--- src/rtl/aligner_pkg.sv ---
// Shared types and defaults for the multi-channel data aligner.
// The status encoding is exported directly on statuses_o.
package aligner_pkg;

   typedef enum logic [1:0] {
      ST_OK    = 2'b00,
      ST_EMPTY = 2'b01,
      ST_FULL  = 2'b10,
      ST_OVF   = 2'b11
   } status_e;

   localparam int DEF_N_CH   = 2;
   localparam int DEF_DATA_W = 32;
   localparam int DEF_DEPTH  = 8;

   // Overflow outranks full, and full outranks empty.
   function automatic status_e fifo_status(input logic ovf, input logic full, input logic empty);
      status_e st;
      st = ST_OK;
      if (ovf)
         st = ST_OVF;
      else if (full)
         st = ST_FULL;
      else if (empty)
         st = ST_EMPTY;
      return st;
   endfunction

endpackage

--- src/rtl/aligner_fifo.sv ---
// Per-channel FIFO with a sticky overflow flag. The storage array has no reset,
// so it can map onto flops or distributed RAM.
module aligner_fifo
   import aligner_pkg::*;
#(
   parameter int DATA_W = DEF_DATA_W,
   parameter int DEPTH  = DEF_DEPTH
) (
   input  logic                       clk,
   input  logic                       areset,
   input  logic                       push,
   input  logic                       pop,
   input  logic                       flush,
   input  logic                       clr_ovf,
   input  logic [DATA_W-1:0]          din,
   output logic [DATA_W-1:0]          dout,
   output logic [$clog2(DEPTH):0]     count,
   output logic                       full,
   output logic                       empty,
   output logic                       ovf
);

   localparam int AW = $clog2(DEPTH);

   logic [DATA_W-1:0] mem [DEPTH];
   logic [AW-1:0]     wr_ptr;
   logic [AW-1:0]     rd_ptr;
   logic              pop_ok;
   logic              push_ok;
   logic              ovf_set;

   assign full  = (count == (AW+1)'(DEPTH));
   assign empty = (count == '0);

   // A pop on the same edge frees the slot that a push into a full FIFO needs.
   assign pop_ok  = pop & ~empty & ~flush;
   assign push_ok = push & (~full | pop_ok) & ~flush;
   assign ovf_set = push & full & ~pop_ok & ~flush;

   always_ff @(posedge clk or posedge areset) begin
      if (areset) begin
         wr_ptr <= '0;
         rd_ptr <= '0;
         count  <= '0;
         ovf    <= 1'b0;
      end else begin
         if (flush) begin
            wr_ptr <= '0;
            rd_ptr <= '0;
            count  <= '0;
         end else begin
            if (push_ok)
               wr_ptr <= wr_ptr + AW'(1);
            if (pop_ok)
               rd_ptr <= rd_ptr + AW'(1);
            count <= count + (AW+1)'(push_ok) - (AW+1)'(pop_ok);
         end
         // A fresh overflow beats a same-edge clear.
         if (ovf_set)
            ovf <= 1'b1;
         else if (clr_ovf)
            ovf <= 1'b0;
      end
   end

   always_ff @(posedge clk) begin
      if (push_ok)
         mem[wr_ptr] <= din;
   end

   assign dout = mem[rd_ptr];

endmodule

--- src/rtl/multi_ch_data_aligner.sv ---
// Aligns N_CH independent write streams into one output word set; a set is
// released only once every channel FIFO holds at least one word.
module multi_ch_data_aligner
   import aligner_pkg::*;
#(
   parameter int N_CH   = DEF_N_CH,
   parameter int DATA_W = DEF_DATA_W,
   parameter int DEPTH  = DEF_DEPTH
) (
   input  logic                     clk,
   input  logic                     areset,
   input  logic [N_CH*DATA_W-1:0]   data_i,
   input  logic [N_CH-1:0]          vld_i,
   input  logic                     flush_i,
   input  logic                     clr_ovf_i,
   input  logic                     rdy_i,
   output logic [N_CH*DATA_W-1:0]   data_o,
   output logic                     vld_o,
   output logic [2*N_CH-1:0]        statuses_o
);

   localparam int CW = $clog2(DEPTH) + 1;

   logic [DATA_W-1:0]      dout [N_CH];
   logic [CW-1:0]          count [N_CH];
   logic [N_CH-1:0]        full;
   logic [N_CH-1:0]        empty;
   logic [N_CH-1:0]        ovf;
   logic [N_CH-1:0]        nonempty;
   logic [N_CH*DATA_W-1:0] head_word;
   logic                   load;

   // Status depends only on FIFO flops, never on vld_i or rdy_i.
   for (genvar c = 0; c < N_CH; c++) begin : g_ch
      aligner_fifo #(
         .DATA_W (DATA_W),
         .DEPTH  (DEPTH)
      ) u_fifo (
         .clk     (clk),
         .areset  (areset),
         .push    (vld_i[c]),
         .pop     (load),
         .flush   (flush_i),
         .clr_ovf (clr_ovf_i),
         .din     (data_i[c*DATA_W +: DATA_W]),
         .dout    (dout[c]),
         .count   (count[c]),
         .full    (full[c]),
         .empty   (empty[c]),
         .ovf     (ovf[c])
      );

      assign nonempty[c]                   = (count[c] != '0);
      assign head_word[c*DATA_W +: DATA_W] = dout[c];
      assign statuses_o[2*c +: 2]          = fifo_status(ovf[c], full[c], empty[c]);
   end

   assign load = (&nonempty) & (~vld_o | rdy_i) & ~flush_i;

   always_ff @(posedge clk or posedge areset) begin
      if (areset) begin
         data_o <= '0;
         vld_o  <= 1'b0;
      end else if (flush_i) begin
         data_o <= '0;
         vld_o  <= 1'b0;
      end else if (load) begin
         data_o <= head_word;
         vld_o  <= 1'b1;
      end else if (rdy_i) begin
         vld_o  <= 1'b0;
      end
   end

endmodule

--- config.mk ---
export PLATFORM = sky130hd
export DESIGN_NAME = multi_ch_data_aligner
export DESIGN_NICKNAME = d
export VERILOG_FILES = /design/src/rtl/aligner_pkg.sv /design/src/rtl/aligner_fifo.sv /design/src/rtl/multi_ch_data_aligner.sv
export SDC_FILE = /design/constraint.sdc
export NUM_CORES = 1
export LEC_CHECK = 0
export ABC_AREA = 1
export BUFFER_PORTS_ARGS = -buffer_cell sky130_fd_sc_hd__buf_2
export CAP_MARGIN = 20
export CORE_ASPECT_RATIO = 1.1
export CORE_MARGIN = 2
export CORE_UTILIZATION = 60
export CTS_CLUSTER_DIAMETER = 60
export DETAILED_ROUTE_END_ITERATION = 16
export GPL_TIMING_DRIVEN = 0
export PLACE_DENSITY = 0.8
export SLEW_MARGIN = 20
export SYNTH_ARGS = -nofsm -noshare
export SYNTH_HDL_FRONTEND = slang
export SYNTH_HIERARCHICAL = 1
export SYNTH_SLANG_ARGS = --single-unit
--- constraint.sdc ---
create_clock -name clk -period 5.36 [get_ports clk]
set_clock_uncertainty 0.1 [all_clocks]
set_input_delay 0.268 -clock clk [delete_from_list [all_inputs] [get_ports clk]]
set_output_delay 0.268 -clock clk [all_outputs]
set_load 0.03 [all_outputs]
After elaboration in Yosys (flattened, before gate mapping)
Memory sizes are Yosys's and may differ from the RTL's.
Cells that the tools add are included.
{"block": "classes", "eq_ne": 2, "shift": 0, "reduce_logical": 13, "n_mux": 28, "div_mod_pow": 0, "n_lt_le_gt_ge": 0, "n_mul": 0, "add_sub_neg": 8, "bitwise_logic": 27}
{"operator": "64-bit 2-to-1 mux", "n": 2}
{"operator": "3-bit 2-to-1 mux", "n": 8}
{"operator": "1-bit bitwise AND", "n": 16}
{"operator": "2-bit nonzero test", "n": 7}
{"operator": "3-bit by 1-bit adder with 3-bit output, second input constant", "n": 4}
{"operator": "1-bit 2-to-1 mux", "n": 12}
{"operator": "4-bit by 1-bit adder with 4-bit output", "n": 2}
{"operator": "4-bit == test, second input constant", "n": 2}
{"operator": "4-bit zero test", "n": 2}
{"operator": "2-bit 2-to-1 mux", "n": 4}
{"operator": "4-bit 2-to-1 mux", "n": 2}
{"operator": "1-bit NOT", "n": 8}
{"operator": "4-bit nonzero test", "n": 2}
{"operator": "4-bit by 1-bit subtractor with 4-bit output", "n": 2}
{"operator": "1-bit OR", "n": 3}
{"operator": "3-bit nonzero test", "n": 1}
{"operator": "2-bit AND reduction", "n": 1}
{"block": "word_totals", "ram_bits": 512, "memories": 2, "word_cells": 90, "mem_bits_ro": 0, "register_bits": 87, "inputBits": 71, "latch_bits": 0}
{"memory": "g_ch[0].u_fifo.mem", "words": 8, "width": 32, "read_ports": 1, "rd_ports_with_merged_regs": 0, "write_ports": 1, "line_no": "aligner_fifo.sv:25", "rtl": "logic [DATA_W-1:0] mem [DEPTH];"}
{"memory": "g_ch[1].u_fifo.mem", "words": 8, "width": 32, "read_ports": 1, "rd_ports_with_merged_regs": 0, "write_ports": 1, "line_no": "aligner_fifo.sv:25"}

Longest topological paths before layout
{"block": "depth", "word_depth": 12, "ltp_mapped": 15, "depth_no_buf": 14}

Hierarchy
Netlist, hierarchy kept.
{"mod": "aligner_fifo (g_ch[1].u_fifo)", "cells_each": 816, "instances": 1, "seq_area_each_um2": 7962.6, "area_per_inst_um2": 10600.2}
{"mod": "aligner_fifo (g_ch[0].u_fifo)", "cells_each": 816, "instances": 1, "seq_area_each_um2": 7962.6, "area_per_inst_um2": 10585.2}
{"mod": "multi_ch_data_aligner", "cells_each": 437, "instances": 1, "seq_area_each_um2": 1626.6, "area_per_inst_um2": 3524.6}

Least setup slack after synthesis
No wires, ideal clock.
{"block": "synth_timing", "path_type": "register to register", "start": "reg vld_o", "end": "mem g_ch[1].u_fifo/mem[0][0] in the netlist's numbering, enable pin", "slack_ns": 1.848, "synth_period_minus_slack_ns": 3.512, "t_arrival_ns": 2.991, "stages_incl_launch_ff": 9, "t_required_ns": 4.839, "path_cell_list": "dfrtp_1 nand2_1 nand3_4 buf_2 nor2_1 nand3_1 nand2_1 nand3_2 nor2_1"}
{"block": "synth_between", "elab_chain_cells": 11}
{"element": "from (decl)", "line_no": "multi_ch_data_aligner.sv:18", "rtl": "output logic vld_o,"}
{"element": "from (signal assigned)", "line_no": "multi_ch_data_aligner.sv:63", "rtl": "vld_o <= 1'b0;"}
{"element": "from (signal assigned)", "line_no": "multi_ch_data_aligner.sv:66", "rtl": "vld_o <= 1'b0;"}
{"element": "from (signal assigned)", "line_no": "multi_ch_data_aligner.sv:69", "rtl": "vld_o <= 1'b1;"}
{"element": "1-bit NOT", "line_no": "multi_ch_data_aligner.sv:58", "rtl": "assign load = (&nonempty) & (~vld_o | rdy_i) & ~flush_i;"}
{"element": "1-bit OR", "line_no": "multi_ch_data_aligner.sv:58"}
{"element": "1-bit bitwise AND (2 in a row)", "line_no": "multi_ch_data_aligner.sv:58"}
{"element": "via load", "line_no": "multi_ch_data_aligner.sv:31", "rtl": "logic load;"}
{"element": "1-bit bitwise AND (2 in a row)", "line_no": "aligner_fifo.sv:36", "rtl": "assign pop_ok = pop & ~empty & ~flush;"}
{"element": "1-bit OR", "line_no": "aligner_fifo.sv:37", "rtl": "assign push_ok = push & (~full | pop_ok) & ~flush;"}
{"element": "1-bit bitwise AND (2 in a row)", "line_no": "aligner_fifo.sv:37"}
{"element": "1-bit 2-to-1 mux", "line_no": "aligner_fifo.sv:67", "rtl": "if (push_ok)"}
{"element": "1-bit 2-to-1 mux (not written as such)", "line_no": "aligner_fifo.sv:68", "rtl": "mem[wr_ptr] <= din;"}
{"element": "to (decl)", "line_no": "aligner_fifo.sv:25"}
The timed path passes the listed nets, and every way through them passes these cells.

Worst setup path after layout
{"block": "layout_timing", "start": "reg vld_o", "end": "reg g_ch[0].u_fifo.count[2]"}
{"block": "layout_between", "elab_chain_cells": 12}
{"element": "1-bit NOT (*)", "line_no": "multi_ch_data_aligner.sv:58"}
{"element": "1-bit OR (*)", "line_no": "multi_ch_data_aligner.sv:58"}
{"element": "1-bit bitwise AND (*) (2 in a row)", "line_no": "multi_ch_data_aligner.sv:58"}
{"element": "via load", "line_no": "multi_ch_data_aligner.sv:31"}
{"element": "1-bit bitwise AND (*) (2 in a row)", "line_no": "aligner_fifo.sv:36"}
{"element": "1-bit OR", "line_no": "aligner_fifo.sv:37"}
{"element": "1-bit bitwise AND (2 in a row)", "line_no": "aligner_fifo.sv:37"}
{"element": "4-bit by 1-bit adder with 4-bit output", "line_no": "aligner_fifo.sv:56", "rtl": "count <= count + (AW+1)'(push_ok) - (AW+1)'(pop_ok);"}
{"element": "4-bit by 1-bit subtractor with 4-bit output (*)", "line_no": "aligner_fifo.sv:56"}
{"element": "4-bit 2-to-1 mux (*)", "line_no": "aligner_fifo.sv:47", "rtl": "if (flush) begin"}
{"element": "to (signal assigned)", "line_no": "aligner_fifo.sv:56"}
{"element": "to (decl)", "line_no": "aligner_fifo.sv:17", "rtl": "output logic [$clog2(DEPTH):0] count,"}
Mark *: on every way through the listed nets, which the timed path passes. The rest lies on a longest branch.
A chain may end at the register's enable or synchronous reset.

==> impl_metrics.ini <==
[worst_setup_path]
rr_endpoint = g_ch[0].u_fifo/count[2]$_DFF_PP0_
crit_fanout = 10
r2r_slack_ps = 1590
crit_buf_inv = 2
crit_slowest_cell = ha_1
reg2reg_from = vld_o$_DFFE_PP0P_
crit_family = simple AND/OR/NAND/NOR gates
start_kind = flop
critPathRequiredTime_ps = 5740
path_class = reg2reg
crit_path_end = g_ch[0].u_fifo/count[2]$_DFF_PP0_
startpoint = vld_o$_DFFE_PP0P_
path_cells = nand2_1, nand3_4, buf_2, nor2_1, nand3_1, nand2_1, nand3_2, ha_1, inv_1, ha_1, fa_1, xnor2_1, nor2_1
path_depth = 13
r2r_cells = 13
crit_path_end_kind = flop
cpPeakStageDelay_ps = 450
critPathArrivalTime_ps = 4150

[place]
place_area_um2 = 26600
port_buffers = 139
place.detailed.hpwl_mm = 42.45
gp_congestion = 0.8225
dp_slack_ps = 1703
placed_cells = 2739

[logic_synthesis]
seq_area_frac_synth = 0.7103
synth-async-reset-ratio = 0.1452
ys_warn_count = 6
synthMuxAreaShare = 0
synth_compound_area_frac = 0.08740
synth.cell_area_um2 = 24710
synth-xor-area-share = 0.001418
yosysTopAreaCell = edfxtp_1
syn_inst = 2069
synth_common_cells = 512 x edfxtp_1, 357 x nand2_1, 351 x nor2_1
synth.net_count = 2158
avgSynthCellArea_um2 = 11.94
synth_top_family_by_area = simple AND/OR/NAND/NOR gates
synth_ff_type = edfxtp_1
synthDistinctLibCells = 31
synthTopCellsByArea = edfxtp_1 62%, dfrtp_1 8.8%, nand2_1 5.4%
synth_edf_count = 512
synth_fa_ha_area_frac = 0.009722
synthSimpleGateAreaFrac = 0.1408
yosysMostFrequentCell = edfxtp_1
synth_seq_cells = 599
synth_top_area_frac = 0.6222

[floorplanning]
dieArea_um2 = 42820
rows = 77
die_w_um = 197.5
start_util = 0.6121
die_y_um = 216.8
io_pins = 140
core-area_um2 = 40370

[sta]
slew_headroom = 0.4505
fin_crit_sh = 0.7030
finalSetupTns_ps = 0
tightestPinTransition_ps = 822.3
setup_viol = 0
fmax_mhz = 265.4
min_period_ps = 3768
grt_setup_unrepaired = false
finalHoldViolCount = 0
whs_ps = 75.32
finalMaxSlewViolations = 0
fin_ws_ps = 1592

[routing]
num_vias = 17590
highest_layer = met4
drt-total-wl_mm = 64.90
met3WireLength_mm = 5.918
avgRoutedWirePerCell_um = 22.23
drc = 0
postRouteAntennaNets = 0
dr.pass1.iters = 6
wl_met2_mm = 33.28
met1_length_mm = 22.78
first_iter_violations = 1802
post_drt_via_cell_ratio = 6.026

[power]
power.ir.vdd_worst_v = 0.0003941
p_leak_nw = 11.49
power_density_nw_per_um2 = 441.4
p_total_mw = 12.94

[grt]
globalRouteTotalUtil = 0.3035
grt_max_degree = 51
grt_pass1_vias = 18110
overflow = 0
grt_pass1_wl_mm = 98.38
antenna_found_initial = 2

[outcome]
status = completed

[cts]
cts_setup_buffers = 0
insertion_delay_ps = 620
cts_root_buf = clkbuf_16
cts.htree.levels = 2
cts_buffers = 57
clkSlewWorstSetupHoldPaths_ps = 60
cts_buffer_depth = 3
clock_sink_count = 599
cts_tree = built

[final_layout]
final_nets = 2445
final_area_um2 = 29310
final_util = 0.7262
stdcell_count = 2919
drive_gt1_frac = 0.1668
area_delta_synth_final_pct = 18.63

[flow_run]
timing.max_cap.violations = 0

[worst_hold_path]
hp-class = in2async
worst reg2reg max path, cell delays in order, from the launching register on:
cell	delay (ps)
dfrtp_1	410
nand2_1	200
nand3_4	150
buf_2	240
nor2_1	400
nand3_1	200
nand2_1	210
nand3_2	400
ha_1	450
inv_1	40
ha_1	210
fa_1	400
xnor2_1	180
nor2_1	60
cell families (layout without fill, tap and decap cells):
logic type / count (synthesis) / after routing
and+or+nand+nor: 813 / 813
xor gates and xnor gates: 4 / 4
DFF: 599 / 599
buffers and inverters: 236 / 571
AOI/OAI and AO/OA: 399 / 399
other: 0 / 2
adders and majority gates: 18 / 18
cell usage in the layout (no fill, tap or decap), types with 5 or more instances in the layout:
master         instances
a21oi_1                7
buf_12                11
buf_16                11
buf_2                168
buf_4                 20
buf_6                 17
bufinv_16             11
clkbuf_1              63
clkbuf_16             59
clkbuf_2               5
clkinv_1              10
clkinv_2              10
dfrtp_1               87
dlygate4sd3_1         71
edfxtp_1             512
ha_1                  16
inv_1                 99
nand2_1              357
nand3_1               40
nand3_2               52
nand4_1                6
nor2_1               335
nor2_4                16
o21ai_0              188
o21ai_1               74
o22ai_1              130
layout make-up:
| class | instances | area (um^2) |
|---|---|---|
| multi-input cells | 1234 | 6033 |
| clock buffers | 72 | 1535 |
| fillers | 2544 | 11050 |
| plain buffers | 129 | 838.3 |
| repair buffers | 228 | 1839 |
| diodes | 2 | 5.005 |
| well taps | 513 | 641.9 |
| inverters | 107 | 409.1 |
| clock inverters | 35 | 460.4 |
| flip-flops and latches | 599 | 17550 |
routing by layer:
layer / up-vias / global-route usage
met3: 213 / 0.05083
met2: 1033 / 0.5372
li1: 7815 / -
met5: - / 0
met1: 8530 / 0.3573
met4: 0 / 0.1556
timing repair:
item / CTS / global route
resized for setup: 0 / 0
endpoints found under the hold margin: 614 / 0
hold buffers: 71 / 0
worst min-delay path by stage:
stage                                        end
3_5_place_dp              data_o[28]$_DFFE_PP0P_
3_3_place_gp      g_ch[0].u_fifo/ovf$_DFFE_PP0P_
2_1_floorplan  g_ch[0].u_fifo/count[0]$_DFF_PP0_
5_1_grt                   data_o[28]$_DFFE_PP0P_
6_report                  data_o[26]$_DFFE_PP0P_
4_1_cts                   data_o[28]$_DFFE_PP0P_
power breakdown:
group / internal [mW] / switching [mW]
Combinational: 0.953 / 2.07
Sequential: 5.41 / 0.229
Clock: 2.56 / 1.72
Total: 8.92 / 4.02
sequential cells by signal (all words and copies together) (netlist names):
name,count
g_ch.u_fifo/mem,512
g_ch.u_fifo/rd_ptr,6
data_o,64
g_ch.u_fifo/ovf,2
vld_o,1
g_ch.u_fifo/count,8
g_ch.u_fifo/wr_ptr,6
No activity file was read; power rests on OpenSTA's default activity.
